## config.mk

```make
export PLATFORM = sky130hd
export DESIGN_NAME = sw_debounce_flat
export DESIGN_NICKNAME = d
export VERILOG_FILES = /design/src/rtl/sw_debounce_if.sv /design/src/rtl/sw_debounce.sv /design/src/flat_wrapper.sv
export SDC_FILE = /design/constraint.sdc
export NUM_CORES = 1
export LEC_CHECK = 0
export CORE_UTILIZATION = 53
export CTS_BUF_LIST = sky130_fd_sc_hd__clkbuf_16
export CTS_CLUSTER_DIAMETER = 80
export CTS_CLUSTER_SIZE = 28
export DETAILED_ROUTE_END_ITERATION = 16
export PLACE_DENSITY = 0.86
export RECOVER_POWER = 25
export SLEW_MARGIN = 20
export SYNTH_ARGS = -nofsm -noshare
export SYNTH_HDL_FRONTEND = slang
export SYNTH_SLANG_ARGS = --single-unit
```

## constraint.sdc

```tcl
create_clock -name clk -period 1.7 [get_ports clk]
set_input_delay 0.17 -clock clk [delete_from_list [all_inputs] [get_ports clk]]
set_output_delay 0.17 -clock clk [all_outputs]
set_load 0.01 [all_outputs]
```

## src/rtl/sw_debounce_if.sv

```systemverilog
// Switch bus between board-side raw levels and the debounced/edge outputs.
// Master drives raw switch levels; slave (the debouncer) returns conditioned levels.
interface sw_debounce_if #(
   parameter int WIDTH = 3
);
   logic [WIDTH-1:0] sw_raw;
   logic [WIDTH-1:0] db_out;
   logic [WIDTH-1:0] rise;
   logic [WIDTH-1:0] fall;

   modport master (
      output sw_raw,
      input  db_out,
      input  rise,
      input  fall
   );

   modport slave (
      input  sw_raw,
      output db_out,
      output rise,
      output fall
   );
endinterface

```

## src/rtl/sw_debounce.sv

```systemverilog
// Per-bit switch debouncer: 2-flop sync, stability counter, optional rise/fall pulses.
// Latency STABLE_CYCLES+2 clocks; no backpressure. Edge pulses built only with SW_DEBOUNCE_EDGE_EN.
module sw_debounce #(
   parameter int WIDTH         = 3,
   parameter int CNT_W         = 16,
   parameter int STABLE_CYCLES = 50000
) (
   input logic            clk,
   input logic            rst,
   sw_debounce_if.slave   bus
);
   localparam logic [CNT_W-1:0] CNT_LAST = CNT_W'(STABLE_CYCLES - 1);

   logic [WIDTH-1:0] sync1_q;
   logic [WIDTH-1:0] sync2_q;
   logic [WIDTH-1:0] db_q;
   logic [WIDTH-1:0] db_d;
   logic [CNT_W-1:0] cnt_q [WIDTH];
   logic [CNT_W-1:0] cnt_d [WIDTH];

   // A level must disagree with db_q on every sampled clock; any agreement restarts the count.
   always_comb begin
      db_d = db_q;
      for (int i = 0; i < WIDTH; i++) begin
         cnt_d[i] = cnt_q[i];
         if (sync2_q[i] == db_q[i]) begin
            cnt_d[i] = '0;
         end else if (cnt_q[i] == CNT_LAST) begin
            db_d[i]  = sync2_q[i];
            cnt_d[i] = '0;
         end else begin
            cnt_d[i] = cnt_q[i] + 1'b1;
         end
      end
   end

   always_ff @(posedge clk) begin
      if (!rst) begin
         sync1_q <= '0;
         sync2_q <= '0;
         db_q    <= '0;
         for (int i = 0; i < WIDTH; i++) begin
            cnt_q[i] <= '0;
         end
      end else begin
         sync1_q <= bus.sw_raw;
         sync2_q <= sync1_q;
         db_q    <= db_d;
         for (int i = 0; i < WIDTH; i++) begin
            cnt_q[i] <= cnt_d[i];
         end
      end
   end

   assign bus.db_out = db_q;

`ifdef SW_DEBOUNCE_EDGE_EN
   logic [WIDTH-1:0] rise_q;
   logic [WIDTH-1:0] fall_q;

   // Pulses register alongside db_q so they line up with the first cycle of the new level.
   always_ff @(posedge clk) begin
      if (!rst) begin
         rise_q <= '0;
         fall_q <= '0;
      end else begin
         rise_q <= db_d & ~db_q;
         fall_q <= ~db_d & db_q;
      end
   end

   assign bus.rise = rise_q;
   assign bus.fall = fall_q;
`else
   assign bus.rise = '0;
   assign bus.fall = '0;
`endif
endmodule

```

## src/flat_wrapper.sv

```systemverilog
// flat-port wrapper written by rule: the top's interface ports become plain ports
module sw_debounce_flat 
#(
   parameter int WIDTH         = 3,
   parameter int CNT_W         = 16,
   parameter int STABLE_CYCLES = 50000
)
  (clk, rst, bus_sw_raw, bus_db_out, bus_rise, bus_fall);
  sw_debounce_if #(.WIDTH(WIDTH)) bus_i ();
  input logic clk;
  input logic rst;
  input wire logic [$bits(bus_i.sw_raw)-1:0] bus_sw_raw;
  output wire logic [$bits(bus_i.db_out)-1:0] bus_db_out;
  output wire logic [$bits(bus_i.rise)-1:0] bus_rise;
  output wire logic [$bits(bus_i.fall)-1:0] bus_fall;
  assign bus_i.sw_raw = bus_sw_raw;
  assign bus_db_out = bus_i.db_out;
  assign bus_rise = bus_i.rise;
  assign bus_fall = bus_i.fall;
  sw_debounce #(.WIDTH(WIDTH), .CNT_W(CNT_W), .STABLE_CYCLES(STABLE_CYCLES)) u_core (.clk(clk), .rst(rst), .bus(bus_i));
endmodule
```

Yosys cells after proc, flatten, opt, wreduce, memory -nomap -nowiden
Memories as Yosys holds them, arrays and structs flattened.
Cells that the tools add are included.
- register bits after elaboration: 9
- input bits: 5
- bits in writable memories: 48
- memories: 1
- memory list (name ; words ; bits a word ; read ports ; clocked after memory_dff ; wr ports ; RTL line ; text):
    u_core.cnt_q ; 3 ; 16 ; 3 ; 0 ; 3 ; sw_debounce.sv:18 ; logic [CNT_W-1:0] cnt_q [WIDTH];
- bitwise logic cells: 6
- reduce and logical (&&, ||, !) cells: 3
- mux-type cells: 11
- add/sub/neg operators: 3
- equality and inequality tests: 6
- operators with widths (cell ; number):
    16-bit two-way mux ; 9
    16-bit by 1-bit adder with 16-bit output (second input constant) ; 3
    16-bit equality test (second input constant) ; 3
    2-bit AND reduction ; 3
    1-bit equality test ; 3
    1-bit NOT ; 3
    1-bit bitwise OR ; 3
    1-bit two-way mux ; 2

Logic depth before layout (Yosys ltp)
An unclocked memory read counts as a cell.
- depth in word-level cells: 5
- mapped depth: 6

Worst setup path before layout
OpenSTA, ideal clock, no wires.
- path type: reg2reg
- start: memory u_core.cnt_q[0][11]
- end: memory u_core.cnt_q[0][10]
- cell stages (with the launch flop): 6
- required time: 1.585 ns
- arrival time: 1.673 ns
- setup slack: -0.088 ns
- path buffers: 1
- path through: dfxtp_1 or4_1 or4_4 nand3_4 buf_8 nor2_1
- RTL lines (item ; RTL line):
    from (decl) ; sw_debounce.sv:18

==> results summary <==
The part of the cycle the worst path needs came out at 1.08. The depth of the CTS H-tree is 3. Clock tree synthesis found a total of 57 sinks. The starting density of the core is 0.562. Of the total synthesized cell area, the portion taken by AND, OR, NAND and NOR gates is 0.306. The count of vias placed by the detailed router came out at 2,163. The end of the worst register-to-register path is u_core.cnt_q[0][27]$_SDFF_PP0_. The TritonCTS buffer count came out at 9. The area fraction of the dominant cell type after synthesis came out at 0.457. The synthesized-area fraction occupied by adder cells came out at 0.0150. The flow ran to the end, but the final reports show violations. The worst clock skew came out at 0.00421 ns. The count of port buffers added during placement came out at 7. The total area inside the core boundary comes to 4440 sq um. The via count of the first global-routing pass came out at 2,200.

The number of fill cells in the layout is 278. The checks that failed: negative setup slack. The final sum of negative setup slack came out at -2.48 ns. The overall routing resource usage came out at 0.260.

The detailed-route DRC error count came out at 0. The number of violations reported at the end of detailed-routing iteration 0 is 173. The highest clock frequency the design can meet is 545 MHz. The number of slew-limit violations in the final report is 0. TritonCTS built the clock tree. The count of nets left with antenna violations once routing finished came out at 0. The per-cell routed wire length came out at 16.1 um. The share of the core filled with cells in the final layout is 0.714. After synthesis, the most frequently instantiated cells are 57 x dfxtp_1, 52 x nor2_1, 35 x xnor2_1. After layout, the worst setup slack is -0.135 ns. The global route total overflow came out at 0. The total inserted antenna cells is 0.

The wire-length estimate of the detail-placed layout is 3.41 mm. The floorplan step defined a die boundary enclosing 4990 sq um. The share of cell area taken by muxes after synthesis is 0.00801. In this run the worst hold path is classified as primary input to register.

The standard cell area after detailed placement came out at 2800 sq um. In this design, the stage delay of the slowest critical-path cell is 0.60 ns. The flop and latch count out of synthesis came out at 57.

The total number of yosys warnings came out at 0. Across the VDD grid, the largest voltage drop is 0.837 mV. The synthesized netlist cell count is 273.

The sequential share of power came out at 0.441. Leaving out filler cells and counting taps, the final layout contains 375. Tracing the worst setup path back leads to its startpoint at u_core.cnt_q[0][29]$_SDFF_PP0_.

Traced cell by cell, the critical path runs through or4b_4 > or4_4 > nand3_4 > nor2_1. After synthesis, the largest family of logic cells by area is simple AND/OR/NAND/NOR gates. The worst endpoint data arrival time is 2.04 ns.

The startpoint identified for the worst register-to-register timing path is u_core.cnt_q[0][29]$_SDFF_PP0_. Following the worst setup path forward leads to its endpoint at u_core.cnt_q[0][27]$_SDFF_PP0_. The initial antenna violation count came out at 0. The critical path data required time came out at 1.90 ns.

The total I/O pin count came out at 14. Internal power comes to 2.47 mW. Setup repair after global routing could not meet its margin everywhere.

The total net switching power is 0.598 mW. The first global-routing pass estimated 9.88 mm of wire. The power density over cell area is 967 nW/um^2. The largest net degree at the start of global routing came out at 17. Counting flops with a built-in enable in the synthesized netlist gives 0.

After synthesis, the cell types taking the most area are dfxtp_1 46%, xnor2_1 12%, nor2_1 7.8%, nand3_1 3.2%, nand4_1 3.0%. Of the total power, the share spent switching nets is 0.195. The average instance area after synthesis came out at 9.15 sq um. In this run the clock root is driven by a clkbuf_16.

The final setup violation count is 33. STA classifies the critical path endpoint as a register. The worst setup path is of the register to register kind. For this design, the slowest cell found on the critical path is or4_4. The fraction of the mapped netlist area in compound gates came to 0.0110.

The die span in x came out at 70.7 um. The startpoint identified for the worst hold timing path is bus_sw_raw[1]. The cell count after placement came out at 356. The maximum fanout encountered on the critical timing path is 8. The vertical die dimension is 70.7 um. After clock tree synthesis, the clock-pin slew on the worst setup and hold paths is 0.05 ns. For this run, the post-layout net count is 326. After synthesis, the netlist uses 33 different library cells. Of all cell types, the one taking the most synthesized area is dfxtp_1. The transition time at the pin with the least slew margin came out at 0.534 ns. The cell area that synthesis handed to floorplanning was 2500 sq um. The routed design could run at a clock period as short as 1.83 ns. dfxtp_1 is the most common cell in the netlist. The clock latency on the worst-skew pair came out at 0.32 ns. The final weighted congestion in routability-driven placement is 0.811. The category of the worst setup path launch point is a register. The count of max-cap constraint violations came out at 0.

The maximum number of buffers from clock root to sink is 2. The share of async-settable or async-resettable flops after synthesis came out at 0. For this run, the leading register cell type out of synthesis is dfxtp_1. The finished layout cell area came out at 3170 sq um.

The share of total power dissipated in the clock network is 0.541. The slack of the worst reg-to-reg path is -0.13 ns. The number of detailed-routing iterations run before antenna repair is 4. The cell leakage power is 1.06 nW. Of the cells placed in the final design, the portion with a size suffix greater than 1 is 0.235. The total power draw is 3.07 mW. The final hold violation count is 0. The share of the Yosys chip area taken by registers is 0.457. The number of cell rows is 24. The relative area change from synthesis to final layout is 27.0%. The number of vias per cell after detailed routing came out at 5.77.

Of the total synthesized cell area, the portion taken by XOR and XNOR cells is 0.151. The number of cell instances on the worst register-to-register path came out at 4. The worst relative slew slack came out at 0.642. Wires add up to 6.05 mm. The share of total power dissipated in combinational logic is 0.018.
how the worst min path moves through the flow:
stage                                   endpoint  slack, ns  cells after the start
floorplan           u_core.sync1_q[0]$_SDFF_PN0_       0.30                      1
global placement    u_core.sync2_q[0]$_SDFF_PN0_       0.42                      1
detailed placement  u_core.sync2_q[2]$_SDFF_PN0_       0.42                      1
CTS                 u_core.sync1_q[2]$_SDFF_PN0_       0.42                      2
global route        u_core.sync1_q[2]$_SDFF_PN0_       0.43                      2
finish              u_core.sync1_q[1]$_SDFF_PN0_       0.44                      2
placed cells by master, fill, tap and decap left out, types with 3 or more instances in the layout:
master	n
and2_1	6
and3_1	3
buf_4	30
clkbuf_16	9
clkdlybuf4s50_1	7
clkinv_1	3
conb_1	6
dfxtp_1	49
dfxtp_2	8
ha_1	3
inv_1	13
nand2_1	10
nand3_1	16
nand3_4	5
nand4_1	12
nor2_1	41
nor2_2	11
nor3_1	10
nor4_1	12
or4_4	6
xnor2_1	35
xor2_1	8
metrics by stage:
step                setup slack (ns)  hold slack [ns]
floorplan                    -0.0396            0.297
global placement             -0.0263            0.415
detailed placement           -0.0990            0.421
CTS                          -0.0603            0.424
global route                  -0.127            0.435
finish                        -0.135            0.441
logic make-up after synthesis:
kind of cell / Yosys count
flip-flops: 57
XOR/XNOR: 43
AND/OR/NAND/NOR: 141
adder cells (fa/ha/maj): 3
buffers and inverters: 21
AO/OA/AOI/OAI: 5
other: 1
multiplexers: 2
critical path: cells and delay by family (launching register included):
family,cells,cell delay [ns]
AND/OR/NAND/NOR,4,1.38
flip-flops,1,0.33
state kept, by name, summed over array words and instances, names as in the netlist:
name	count
u_core.cnt_q	48
u_core.sync1_q	3
u_core.bus.db_out	3
u_core.sync2_q	3
layer usage:
layer,vias to the layer above,routed length [um],global-route usage
met5,-,0,0
met4,0,276,0.153
met3,26,445,0.0869
met2,101,2930,0.448
met1,1015,2400,0.279
li1,1021,-,-
layout make-up:
class / instances / area [sq um] / area share
flip-flops and latches: 57 / 1150 / 0.363
well taps: 52 / 65.1 / 0.0205
repair buffers: 37 / 295 / 0.0931
multi-input cells: 202 / 1340 / 0.423
inverters: 11 / 41.3 / 0.0130
clock inverters: 7 / 53.8 / 0.0170
clock buffers: 9 / 225 / 0.0710
power by group through the flow:
stage	clock network, mW	registers (mW)	logic (mW)
2_1_floorplan	0	1.38	0.0409
6_report	1.66	1.35	0.0554
5_1_grt	1.74	1.35	0.0595
3_3_place_gp	0	1.38	0.0444
4_1_cts	1.69	1.35	0.0534
3_5_place_dp	0	1.38	0.0458
what timing repair did:
item                       4_1_cts  5_1_grt
gates cloned                     2        0
setup buffers                    1        0
pin swaps                       12       12
resized for setup                7       17
hold buffers                     0        0
setup endpoints to repair       32       49
Note: power is estimated with default switching activity, not from simulation.
